==> config.mk <==
export PLATFORM = sky130hd
export DESIGN_NAME = uart_tx_engine
export DESIGN_NICKNAME = d
export VERILOG_FILES = /design/src/rtl/uart_tx_pkg.sv /design/src/rtl/uart_tx_shift.sv /design/src/rtl/uart_tx_engine.sv
export SDC_FILE = /design/constraint.sdc
export NUM_CORES = 1
export LEC_CHECK = 0
export BUFFER_PORTS_ARGS = -buffer_cell sky130_fd_sc_hd__buf_2
export CAP_MARGIN = 20
export CORE_MARGIN = 1.5
export CORE_UTILIZATION = 49
export CTS_CLUSTER_SIZE = 10
export DETAILED_ROUTE_END_ITERATION = 10
export MAX_ROUTING_LAYER = met4
export PLACE_DENSITY = 0.73
export SYNTH_ARGS = -nofsm -noshare
export SYNTH_HDL_FRONTEND = slang
export SYNTH_SLANG_ARGS = --single-unit
==> constraint.sdc <==
create_clock -name CLK -period 1.8 [get_ports CLK]
set_clock_uncertainty 0.1 [all_clocks]
set_input_delay 0.18 -clock CLK [delete_from_list [all_inputs] [get_ports CLK]]
set_output_delay 0.18 -clock CLK [all_outputs]
set_load 0.05 [all_outputs]
==> src/rtl/uart_tx_pkg.sv <==
// uart_tx_pkg: shared FSM states, line levels and parity encoding for the UART transmitter
package uart_tx_pkg;
    typedef enum logic [2:0] {IDLE, STR, DATA, PAR, STP1, STP2} state_t;
    localparam logic START_BIT  = 1'b0;
    localparam logic STOP_BIT   = 1'b1;
    localparam logic IDLE_LEVEL = 1'b1;
    typedef enum logic {PAR_EVEN = 1'b0, PAR_ODD = 1'b1} par_t;
endpackage

==> src/rtl/uart_tx_shift.sv <==
// uart_tx_shift: payload shift register, bit counter, parity and last-bit flag
// Ports: clk/rst_n (sync active-low), load copies data and computes parity,
// shift advances one bit; cur_bit/next_bit are the bit on the line now and after a shift,
// par_bit is the frame's parity, last flags the final payload bit.
module uart_tx_shift #(
    parameter int DATA_WIDTH = 8,
    parameter bit MSB_FIRST  = 1'b0
) (
    input  logic                  clk,
    input  logic                  rst_n,
    input  logic                  load,
    input  logic                  shift,
    input  logic [DATA_WIDTH-1:0] data,
    input  logic                  par_typ,
    output logic                  cur_bit,
    output logic                  next_bit,
    output logic                  par_bit,
    output logic                  last
);
    import uart_tx_pkg::*;
    localparam int CW = $clog2(DATA_WIDTH);
    logic [DATA_WIDTH-1:0] sr;
    logic [CW-1:0]         cnt;
    always_ff @(posedge clk) begin
        if (!rst_n) begin
            sr      <= '0;
            cnt     <= '0;
            par_bit <= 1'b0;
        end else if (load) begin
            sr      <= data;
            cnt     <= '0;
            par_bit <= (^data) ^ (par_t'(par_typ) == PAR_ODD);
        end else if (shift) begin
            sr  <= MSB_FIRST ? {sr[DATA_WIDTH-2:0], 1'b0} : {1'b0, sr[DATA_WIDTH-1:1]};
            cnt <= cnt + 1'b1;
        end
    end
    assign cur_bit  = MSB_FIRST ? sr[DATA_WIDTH-1] : sr[0];
    // TX_OUT is registered, so the bit that will be on the line after a shift is needed one edge early
    assign next_bit = MSB_FIRST ? sr[DATA_WIDTH-2] : sr[1];
    assign last     = cnt == CW'(DATA_WIDTH - 1);
endmodule

==> src/rtl/uart_tx_engine.sv <==
// uart_tx_engine: UART transmit FSM with one-entry holding buffer, parity and 1/2 stop bits
// Ports: CLK, RST (sync active-low); P_DATA/Data_Valid/ready producer handshake;
// PAR_EN/PAR_TYP/STP2 frame settings (snapshotted at load); bit_tick baud strobe;
// TX_OUT registered serial line; busy while a frame runs; frame_done after the last stop bit.
module uart_tx_engine #(
    parameter int DATA_WIDTH = 8,
    parameter bit MSB_FIRST  = 1'b0
) (
    input  logic                  CLK,
    input  logic                  RST,
    input  logic [DATA_WIDTH-1:0] P_DATA,
    input  logic                  Data_Valid,
    output logic                  ready,
    input  logic                  PAR_EN,
    input  logic                  PAR_TYP,
    input  logic                  STP2,
    input  logic                  bit_tick,
    output logic                  TX_OUT,
    output logic                  busy,
    output logic                  frame_done
);
    import uart_tx_pkg::*;
    state_t                state, state_n;
    logic [DATA_WIDTH-1:0] hold;
    logic                  hold_full, par_en_q, stp2_q;
    logic                  load, shift, done, tx_n;
    logic                  cur_bit, next_bit, par_bit, last;

    uart_tx_shift #(.DATA_WIDTH(DATA_WIDTH), .MSB_FIRST(MSB_FIRST)) u_shift (
        .clk(CLK), .rst_n(RST), .load(load), .shift(shift), .data(hold), .par_typ(PAR_TYP),
        .cur_bit(cur_bit), .next_bit(next_bit), .par_bit(par_bit), .last(last)
    );

    assign ready = !hold_full;
    assign busy  = state != IDLE;

    always_ff @(posedge CLK) begin
        if (!RST) begin
            state      <= IDLE;
            TX_OUT     <= IDLE_LEVEL;
            frame_done <= 1'b0;
        end else begin
            state      <= state_n;
            TX_OUT     <= tx_n;
            frame_done <= done;
        end
    end

    // Loading and capturing are mutually exclusive: load needs a full buffer, capture an empty one
    always_ff @(posedge CLK) begin
        if (!RST) begin
            hold      <= '0;
            hold_full <= 1'b0;
            par_en_q  <= 1'b0;
            stp2_q    <= 1'b0;
        end else if (load) begin
            hold_full <= 1'b0;
            par_en_q  <= PAR_EN;
            stp2_q    <= STP2;
        end else if (Data_Valid && !hold_full) begin
            hold      <= P_DATA;
            hold_full <= 1'b1;
        end
    end

    always_comb begin
        state_n = state;
        load    = 1'b0;
        shift   = 1'b0;
        done    = 1'b0;
        case (state)
            IDLE: if (bit_tick && hold_full) begin
                load    = 1'b1;
                state_n = STR;
            end
            STR:  if (bit_tick) state_n = DATA;
            DATA: if (bit_tick) begin
                if (last) state_n = par_en_q ? PAR : STP1;
                else shift = 1'b1;
            end
            PAR:  if (bit_tick) state_n = STP1;
            STP1: if (bit_tick) begin
                if (stp2_q) state_n = uart_tx_pkg::STP2;
                else begin
                    done    = 1'b1;
                    load    = hold_full;
                    state_n = hold_full ? STR : IDLE;
                end
            end
            uart_tx_pkg::STP2: if (bit_tick) begin
                done    = 1'b1;
                load    = hold_full;
                state_n = hold_full ? STR : IDLE;
            end
            default: state_n = IDLE;
        endcase
        // Every line change coincides with a state change, except data bits advancing within DATA
        tx_n = (state_n == state && !shift) ? TX_OUT :
               state_n == STR  ? START_BIT :
               state_n == DATA ? (shift ? next_bit : cur_bit) :
               state_n == PAR  ? par_bit :
               state_n == IDLE ? IDLE_LEVEL : STOP_BIT;
    end
endmodule

* After elaboration in Yosys (flattened, before gate mapping)
Index checks and enable logic that the tools add are counted.
** Word-level totals
- Register bits after elaboration :: 28
- Latch bits :: 0
- RAM bits :: 0
- ROM bits :: 0
- Input port bits :: 15
- Output and inout bits :: 4
- Memories :: 0
** Operators by class
- Add/sub/neg operators :: 1
- $mul :: 0
- Div/mod/pow operators :: 0
- Magnitude comparators :: 0
- Equality and inequality tests :: 10
- Shift-type cells :: 0
- Multiplexer cells :: 29
- Bitwise operators :: 3
- Reduce and logical (&&, ||, !) cells :: 11
** Operators by type and width (count)
- 3-bit 2-to-1 mux :: 9
- 3-bit one-hot mux with 6 select lines :: 1
- 8-bit 2-to-1 mux :: 2
- 1-bit 2-to-1 mux :: 15
- 3-bit by 2-bit equality test with 1-bit output (second input constant) :: 4
- 3-bit equality test (second input constant) :: 3
- 8-bit parity :: 1
- 3-bit by 1-bit equality test with 1-bit output (second input constant) :: 2
- 3-bit by 1-bit adder with 3-bit output (second input constant) :: 1
- 3-bit equality test :: 1
- 1-bit logical AND :: 3
- 3-bit logical NOT :: 1
- 1-bit one-hot mux with 3 select lines :: 1
- 3-bit nonzero test :: 1
- 1-bit logical NOT :: 2
- 1-bit NOT :: 2
- 1-bit one-hot mux with 2 select lines :: 1
- 2-bit AND reduction :: 1
- 2-bit nonzero test :: 1
- 2-bit OR reduction :: 1
- 1-bit XOR :: 1

* Longest topological paths before layout
Gate-level depths: netlist of run 1.
- Word-level depth :: 8
- Mapped depth :: 7
- Mapped depth without buffers :: 7

* By module
From an unflattened synthesis of run 1, not the netlist that was laid out.
** Second synthesis, totals
- Cells, all modules :: 158
- Area, all modules :: 1418.9 um^2
** By module, submodules not included
- uart_tx_engine :: instances 1, cells an instance 92, area each 802.0 um^2, sequential area each 320.3 um^2
- uart_tx_shift :: instances 1, cells an instance 66, area each 616.8 um^2, sequential area each 240.2 um^2

* Least setup slack after synthesis of run 1
OpenSTA, ideal clock, no wires.
- Kind :: reg-to-reg
- From :: register u_shift.cnt[0]
- To :: register TX_OUT
- Setup time :: 0.127 ns
- Arrival time :: 1.701 ns
- Data required time :: 1.573 ns
- Setup slack :: -0.129 ns
- Stages on the path, launching flop included :: 7
- Cell sequence :: dfxtp_1 ha_1 ha_1 nor4_2 mux2_2 o31ai_1 a31oi_1
** Between the ends
- Word-level cells in the longest chain between the ends :: 8
** RTL lines
- start, declared :: RTL line uart_tx_shift.sv:23 : logic [CW-1:0] cnt;
- start signal, assigned :: RTL line uart_tx_shift.sv:35 : cnt <= cnt + 1'b1;
- 3-bit equality test * :: RTL line uart_tx_shift.sv:41 : assign last = cnt == CW'(DATA_WIDTH - 1);
- 3-bit 2-to-1 mux :: RTL line uart_tx_engine.sv:78 : if (last) state_n = par_en_q ? PAR : STP1;
- 3-bit 2-to-1 mux :: RTL line uart_tx_engine.sv:77 : DATA: if (bit_tick) begin
- 3-bit one-hot mux with 6 select lines :: RTL line uart_tx_engine.sv:71 : case (state)
- 3-bit by 2-bit equality test with 1-bit output :: RTL line uart_tx_engine.sv:101 : state_n == PAR ? par_bit :
- 1-bit 2-to-1 mux :: RTL line uart_tx_engine.sv:101
- 1-bit 2-to-1 mux :: RTL line uart_tx_engine.sv:100 : state_n == DATA ? (shift ? next_bit : cur_bit) :
- 1-bit 2-to-1 mux :: RTL line uart_tx_engine.sv:99 : state_n == STR ? START_BIT :
- end signal, assigned :: RTL line uart_tx_engine.sv:44 : TX_OUT <= tx_n;
- end, declared :: RTL line uart_tx_engine.sv:18 : output logic TX_OUT,
Mark *: on every way between the ends. The rest lies on a longest branch, timed or not.
A chain may end at the register's enable or synchronous reset.

* Final worst setup path of run 1
Same ends and word-level chain as after synthesis.

==> impl_results.md, run 1 <==
- Sequential area share after synthesis: a little over two fifths
- RSZ-0062 raised after global routing: true
- Worst slew pin tran: 0.260 ns
- Std cell rows: 18
- Max VDD drop: roughly 0.51 mV
- I/O pin count: 19
- Reg2reg end: TX_OUT
- Pwr Density: approximately 750 mW/mm²
- WL final: about 2.6 mm
- CTS tree: done
- First-pass GRT wire length: between 4 and 5 mm
- Die Height: 54.4 µm
- Crit. End Element: flop
- Port-buffer cells: 18
- Register area: 566 µm²
- Placer Congestion: 0.831
- Via Count: between 1,000 and 1,500
- Initial core utilization: 52.2%
- Die Wd: 54.4 µm
- Post-route clock period utilization: 102%
- Mapped Cells: 140
- Antenna violations before repair: 0
- Vias in the first global route: 1,008
- WHS Endpoint: hold[1]
- Top-area cell type share of the netlist area: 43.3%
- Clock tree buffer depth: 2
- Leading post-synthesis cells by cell area: dfxtp_1 43%, mux2i_1 10%, nor2_1 6.1%
- Most common cell after layout, fill and taps aside: dfxtp_1
- Non-filler cells, final: about 210
- Global Route Usage Sum: between 10% and 20%
- FF-to-FF Start: u_shift.cnt[0]
- Synth Register Bits: 28
- H-Tree Depth: 1
- Routed vias/inst: 5.28
- Max cap viols: 0
- Area of the multi-input gates: 709 µm²
- Diode count: 0
- Crit path top cell by count: ha_4
- Final nets: 196
- Remaining Overflow, GRT: 0
- # clock sinks: 28
- Kind of start point of the critical path: flop
- DRT antenna net count: 0
- Area leader, netlist: dfxtp_1
- Yosys warns: 0
- Final Total Pwr: 1.24 mW
- Synth Flop Type: dfxtp_1
- CTS Buf Count: 3
- Post-synth EDFFs: 0
- Crit path from: u_shift.cnt[0]
- Syn Nets: 157
- LEAKAGE: around 0.66 nW
- Most frequent cells in the layout: 24 x dfxtp_1, 20 x nor2_1, 18 x buf_2, 13 x mux2i_1, 13 x buf_4
- Drt wl/cell: between 10 and 15 µm
- CTS root buffer: clkbuf_4
- Asr flop ratio synth: 0%
- R2R depth: 6
- DRC: 0
- HP Class: input port to flop
- Core area: 0.00248 mm²
- Slew Limit Headroom: 82.6%
- Layout cells sized above 1: approximately 27%
- Final worst slack: -0.0415 ns
- Slew Limit Fails: 0
- WS Path Type: flop to flop
- Cell Count Post-Placement: 192
- 1st-iter DRT viols: 19
- Placed cell areas: 0.00150 mm²
- Outcome: finished with violations
- Area delta synth->final: 28.2%
- Largest net degree at the start of global routing: 17
- Clock latency on the worst-skew pair: 0.32 ns
- CP max FO: 3
- DP HPWL: between 1.5 and 2 mm
- Drt first pass iters: 4
- Synth Cell Area: roughly 0.0013 mm²
- Arr. time, crit path: a little under 2 ns
- Max stage delay cell, worst path: mux2_2
- Synth unique cells: 39
- Final Hold Viols: 0
- CP max stage delay: 0.39 ns
- Fmax: 543 MHz
- Final setup viols: 1
- CP cell instances: ha_4 -> ha_4 -> nor4_4 -> mux2_2 -> o31ai_1 -> a31oi_1
- Hold Path Cell Cnt: 3
- Synthesized area per cell: 9.24 µm²
- Critical Path RT: ~1.9 ns
- Tmin final: between 1.5 and 2 ns
- Min-delay src: P_DATA[1]
- # fillers: 221
- Die area: 0.00296 mm²
- Clock Pin Slew Worst Setup and Hold Paths: roughly 0.15 ns
- R2r setup slk: -0.04 ns
- Final Core Density: 67.0%
- Design Area, Final: 0.00166 mm²
- Failing checks: negative setup slack
worst max-delay path by stage:
stage / end / cells past startpoint / slack (ns)
2_1_floorplan: TX_OUT / 7 / 0.002
3_3_place_gp: TX_OUT / 7 / -0.009
3_5_place_dp: TX_OUT / 7 / -0.08
4_1_cts: TX_OUT / 7 / -0.07
5_1_grt: TX_OUT / 10 / -0.10
6_report: TX_OUT / 6 / -0.04
timing repair:
action	4_1_cts	5_1_grt
endpoints found under the hold margin	10	0
pin swaps	6	3
setup endpoints to repair	1	14
buffers inserted	1	1
gates resized for setup	0	3
hold buffers	10	0
area by class of cell:
class                   count  share of cell area [%]
multi-input cells          99                    42.8
clock buffers               4                    2.19
inverters                   6                    1.36
well taps                  30                    2.26
repair buffers             41                    17.3
flip-flops and latches     28                    34.1
worst max-delay path: cells and delay by family (launching register included):
kind            cells  cell delay, ns
compound gates      2            0.39
fa+ha+maj           2            0.33
flops               1            0.36
mux                 1            0.39
simple gates        1            0.17
cell usage after synthesis (all sizes together), types with 2 or more instances:
library cell,n
xnor2,6
a211oi,3
buf,4
o21ai,3
nand3b,2
dfxtp,28
a21oi,10
ha,2
clkbuf,3
mux2i,13
nor2b,2
a22oi,5
nor4,2
nand2,11
nor3,2
inv,6
nor2,21
or3,2
metal layers:
layer / routed length [µm] / part of all wire (%) / track usage [%] / vias to the layer above
met5: 0 / 0 / - / -
met4: 31 / 1.2 / 10.4 / 0
met3: 116 / 4.4 / 4.10 / 4
met2: 1340 / 51 / 33.9 / 23
met1: 1150 / 44 / 22.0 / 514
li1: - / - / - / 557
sequential cells by signal, summed over array words and instances, names as in the netlist:
register and flops:
hold 8, u_shift.sr 8, state 3, u_shift.cnt 3, TX_OUT 1, frame_done 1
hold_full 1, par_en_q 1, stp2_q 1, u_shift.par_bit 1
per-stage QoR:
step	hold slack, ns	setup TNS (ns)	worst slack (ns)
3_3_place_gp	0.295	-0.00926	-0.00926
4_1_cts	0.0102	-0.0694	-0.0694
6_report	0.0103	-0.0415	-0.0415
5_1_grt	0.0292	-0.100	-0.100
2_1_floorplan	0.196	0	0.00169
3_5_place_dp	0.303	-0.0791	-0.0791
power breakdown:
group | internal (mW) | leakage [nW] | switching, mW | total, mW
registers | 0.650 | 0.230 | 0.0283 | 0.678
clock network | 0.124 | 0.0210 | 0.179 | 0.302
logic | 0.135 | 0.412 | 0.129 | 0.264
total | 0.908 | 0.663 | 0.336 | 1.24
cell families (layout without fill, tap and decap cells):
family	after synthesis	in the layout	synth area share, %
AO/OA/AOI/OAI	27	27	14.1
adder cells (fa/ha/maj)	2	2	1.93
flip-flops	28	28	43.3
buffers and inverters	13	51	4.84
AND/OR/NAND/NOR	48	48	18.4
multiplexers	14	14	10.9
XOR/XNOR	8	8	6.48
Note: power is estimated with default switching activity, not from simulation.
==> inputs of run 2 (changes only) <==
==> constraint.sdc (replaced) <==
create_clock -name CLK -period 1.8 [get_ports CLK]
set_clock_uncertainty 0.1 [all_clocks]
set_input_delay 0.36 -clock CLK [delete_from_list [all_inputs] [get_ports CLK]]
set_output_delay 0.36 -clock CLK [all_outputs]
set_load 0.05 [all_outputs]
==> impl_results.md, run 2 (synthesis gave the netlist of run 1 again) <==
- LEAKAGE: 0.659 nW (-0.50%)
- Kind of start point of the critical path: flop
- RSZ-0062 raised after global routing: true
- Min-delay src: Data_Valid
- Die Height: 54.4 µm (unchanged)
- R2r setup slk: -0.11 ns (-0.07 ns)
- Antenna violations before repair: 0 (unchanged)
- Worst slew pin tran: 0.288 ns (+0.0284 ns)
- Failing checks: negative setup slack
- WS Path Type: flop to flop
- Final nets: 190 (-3.1%)
- Most frequent cells in the layout: 24 x dfxtp_1, 20 x nor2_1, 17 x buf_2, 14 x buf_4, 13 x mux2i_1
- WL final: 2.98 mm (+13%)
- Clock latency on the worst-skew pair: 0.34 ns (+0.02 ns)
- CTS Buf Count: 3 (unchanged)
- First-pass GRT wire length: 4.57 mm (+9.8%)
- # clock sinks: 28 (unchanged)
- Largest regs: hold x8, u_shift.sr x8
- Max cap viols: 0 (unchanged)
- Vias in the first global route: 990 (-1.8%)
- I/O pin count: 19 (unchanged)
- Global Route Usage Sum: 22.5% (+2.5 points)
- Post-route clock period utilization: 106% (+3.9 points)
- Final worst slack: -0.112 ns (-0.0704 ns)
- Slew Limit Fails: 0 (unchanged)
- Critical Path RT: 1.98 ns (+0.06 ns)
- WHS Endpoint: hold_full
- Placer Congestion: 0.888 (+6.8%)
- Initial core utilization: 52.2% (unchanged)
- CTS tree: done
- Largest net degree at the start of global routing: 17 (unchanged)
- Reg2reg end: TX_OUT
- CTS root buffer: clkbuf_4
- Slew Limit Headroom: 80.6% (-1.9 points)
- 1st-iter DRT viols: 16 (-3)
- Crit. End Element: flop
- Outcome: finished with violations
- Register area: 568 µm² (+0.44%)
- Area delta synth->final: 27.9%
- R2R depth: 7 (+1)
- Clock Pin Slew Worst Setup and Hold Paths: 0.16 ns (about the same)
- Final setup viols: 3 (+2)
- Arr. time, crit path: 2.09 ns (+0.13 ns)
- Fmax: 523 MHz (-3.7%)
- CP max FO: 3 (unchanged)
- H-Tree Depth: 1 (unchanged)
- DP HPWL: 1.99 mm (+6.6%)
- Layout cells sized above 1: 32.6% (+5.6 points)
- Post-Place Setup Slack: -0.0967 ns (-0.0175 ns)
- Die Wd: 54.4 µm (unchanged)
- Drt wl/cell: 14.8 µm (+16%)
- FF-to-FF Start: u_shift.cnt[1]
- DRC: 0 (unchanged)
- Most common cell after layout, fill and taps aside: dfxtp_1
- Drt first pass iters: 5 (+1)
- Std cell rows: 18 (unchanged)
- Via Count: 1,101 (+0.27%)
- Hold_buf cts: 0 (-10)
- Routed vias/inst: 5.45 (+3.3%)
- Hold Path Cell Cnt: 3 (unchanged)
- Final hold slack: 0.127 ns (+0.116 ns)
- Pwr Density: 831 mW/mm² (+11%)
- Core area: 0.00248 mm² (unchanged)
- Diode count: 0 (unchanged)
- Final Hold Viols: 0 (unchanged)
- HP Class: input port to flop
- Area of the multi-input gates: 731 µm² (+3.0%)
- Max VDD drop: 0.618 mV (+21%)
- Port-buffer cells: 18 (unchanged)
- Tmin final: 1.91 ns (+0.0704 ns)
- Clock tree buffer depth: 2 (unchanged)
- Die area: 0.00296 mm² (unchanged)
- Remaining Overflow, GRT: 0 (unchanged)
- DRT antenna net count: 0 (unchanged)
- # fillers: 203 (-8.1%)
==> run 2: changes by cell type in the layout (fill, tap and decap cells not counted), sizes merged <==
cell / previous run / this run
clkbuf: 4 / 3
dlygate4sd3: 10 / 0
bufinv: 0 / 1
buf: 31 / 35
==> run 2: routing by layer <==
layer | share of wire [%] | track usage (%)
met2 | 50 | 37.6
met3 | 3.8 | 3.55
met5 | 0 | -
met4 | 2.5 | 10.4
met1 | 44 | 26.6
==> run 2: power by group <==
part           leakage (nW)  switching (mW)  internal (mW)
Clock                0.0279           0.201          0.226
Sequential            0.230          0.0290          0.649
Combinational         0.401           0.139          0.133
==> run 2: worst max-delay path: stages (launching register included) <==
cell     delay, ns
dfxtp_2       0.37
ha_4          0.16
ha_4          0.17
buf_12        0.12
a21oi_2       0.17
a21oi_2       0.11
or4b_1        0.51
a31oi_1       0.15
==> run 2: worst max-delay path by stage <==
stage	cells past startpoint	slack, ns	startpoint	end
finish	7	-0.11	u_shift.cnt[1]	TX_OUT
global route	7	-0.14	u_shift.cnt[0]	TX_OUT
CTS	7	-0.1	u_shift.cnt[0]	TX_OUT
detailed placement	7	-0.1	u_shift.cnt[1]	TX_OUT
global placement	7	-0.02	u_shift.cnt[1]	TX_OUT
floorplan	7	0.002	u_shift.cnt[1]	TX_OUT
==> run 2: layout make-up <==
cell class                 count  area share (%)
multi-input combinational     99            44.1
tap                           30            2.27
inverter                       6            1.36
clock buffer                   3            1.36
timing repair buffer          35            14.7
sequential                    28            34.3
clock inverter                 1            1.81
==> run 2: metrics by stage <==
| step | utilization (%) | setup TNS (ns) | instances | total power [mW] | area (µm²) |
|---|---|---|---|---|---|
| floorplan | - | 0 | 140 | 0.861 | 1330 |
| global placement | 60.7 | -0.0165 | 192 | 0.925 | 1500 |
| detailed placement | 60.7 | -0.0967 | 192 | 0.936 | 1500 |
| CTS | 65.2 | -0.187 | 198 | 1.36 | 1620 |
| global route | 66.8 | -0.315 | 202 | 1.42 | 1660 |
| finish | 66.8 | -0.146 | 202 | 1.38 | 1660 |
==> run 2: repair_timing <==
action	CTS	global route
endpoints found under the setup margin	2	12
setup buffers	2	4
pin swaps	5	4
gates resized for setup	10	4
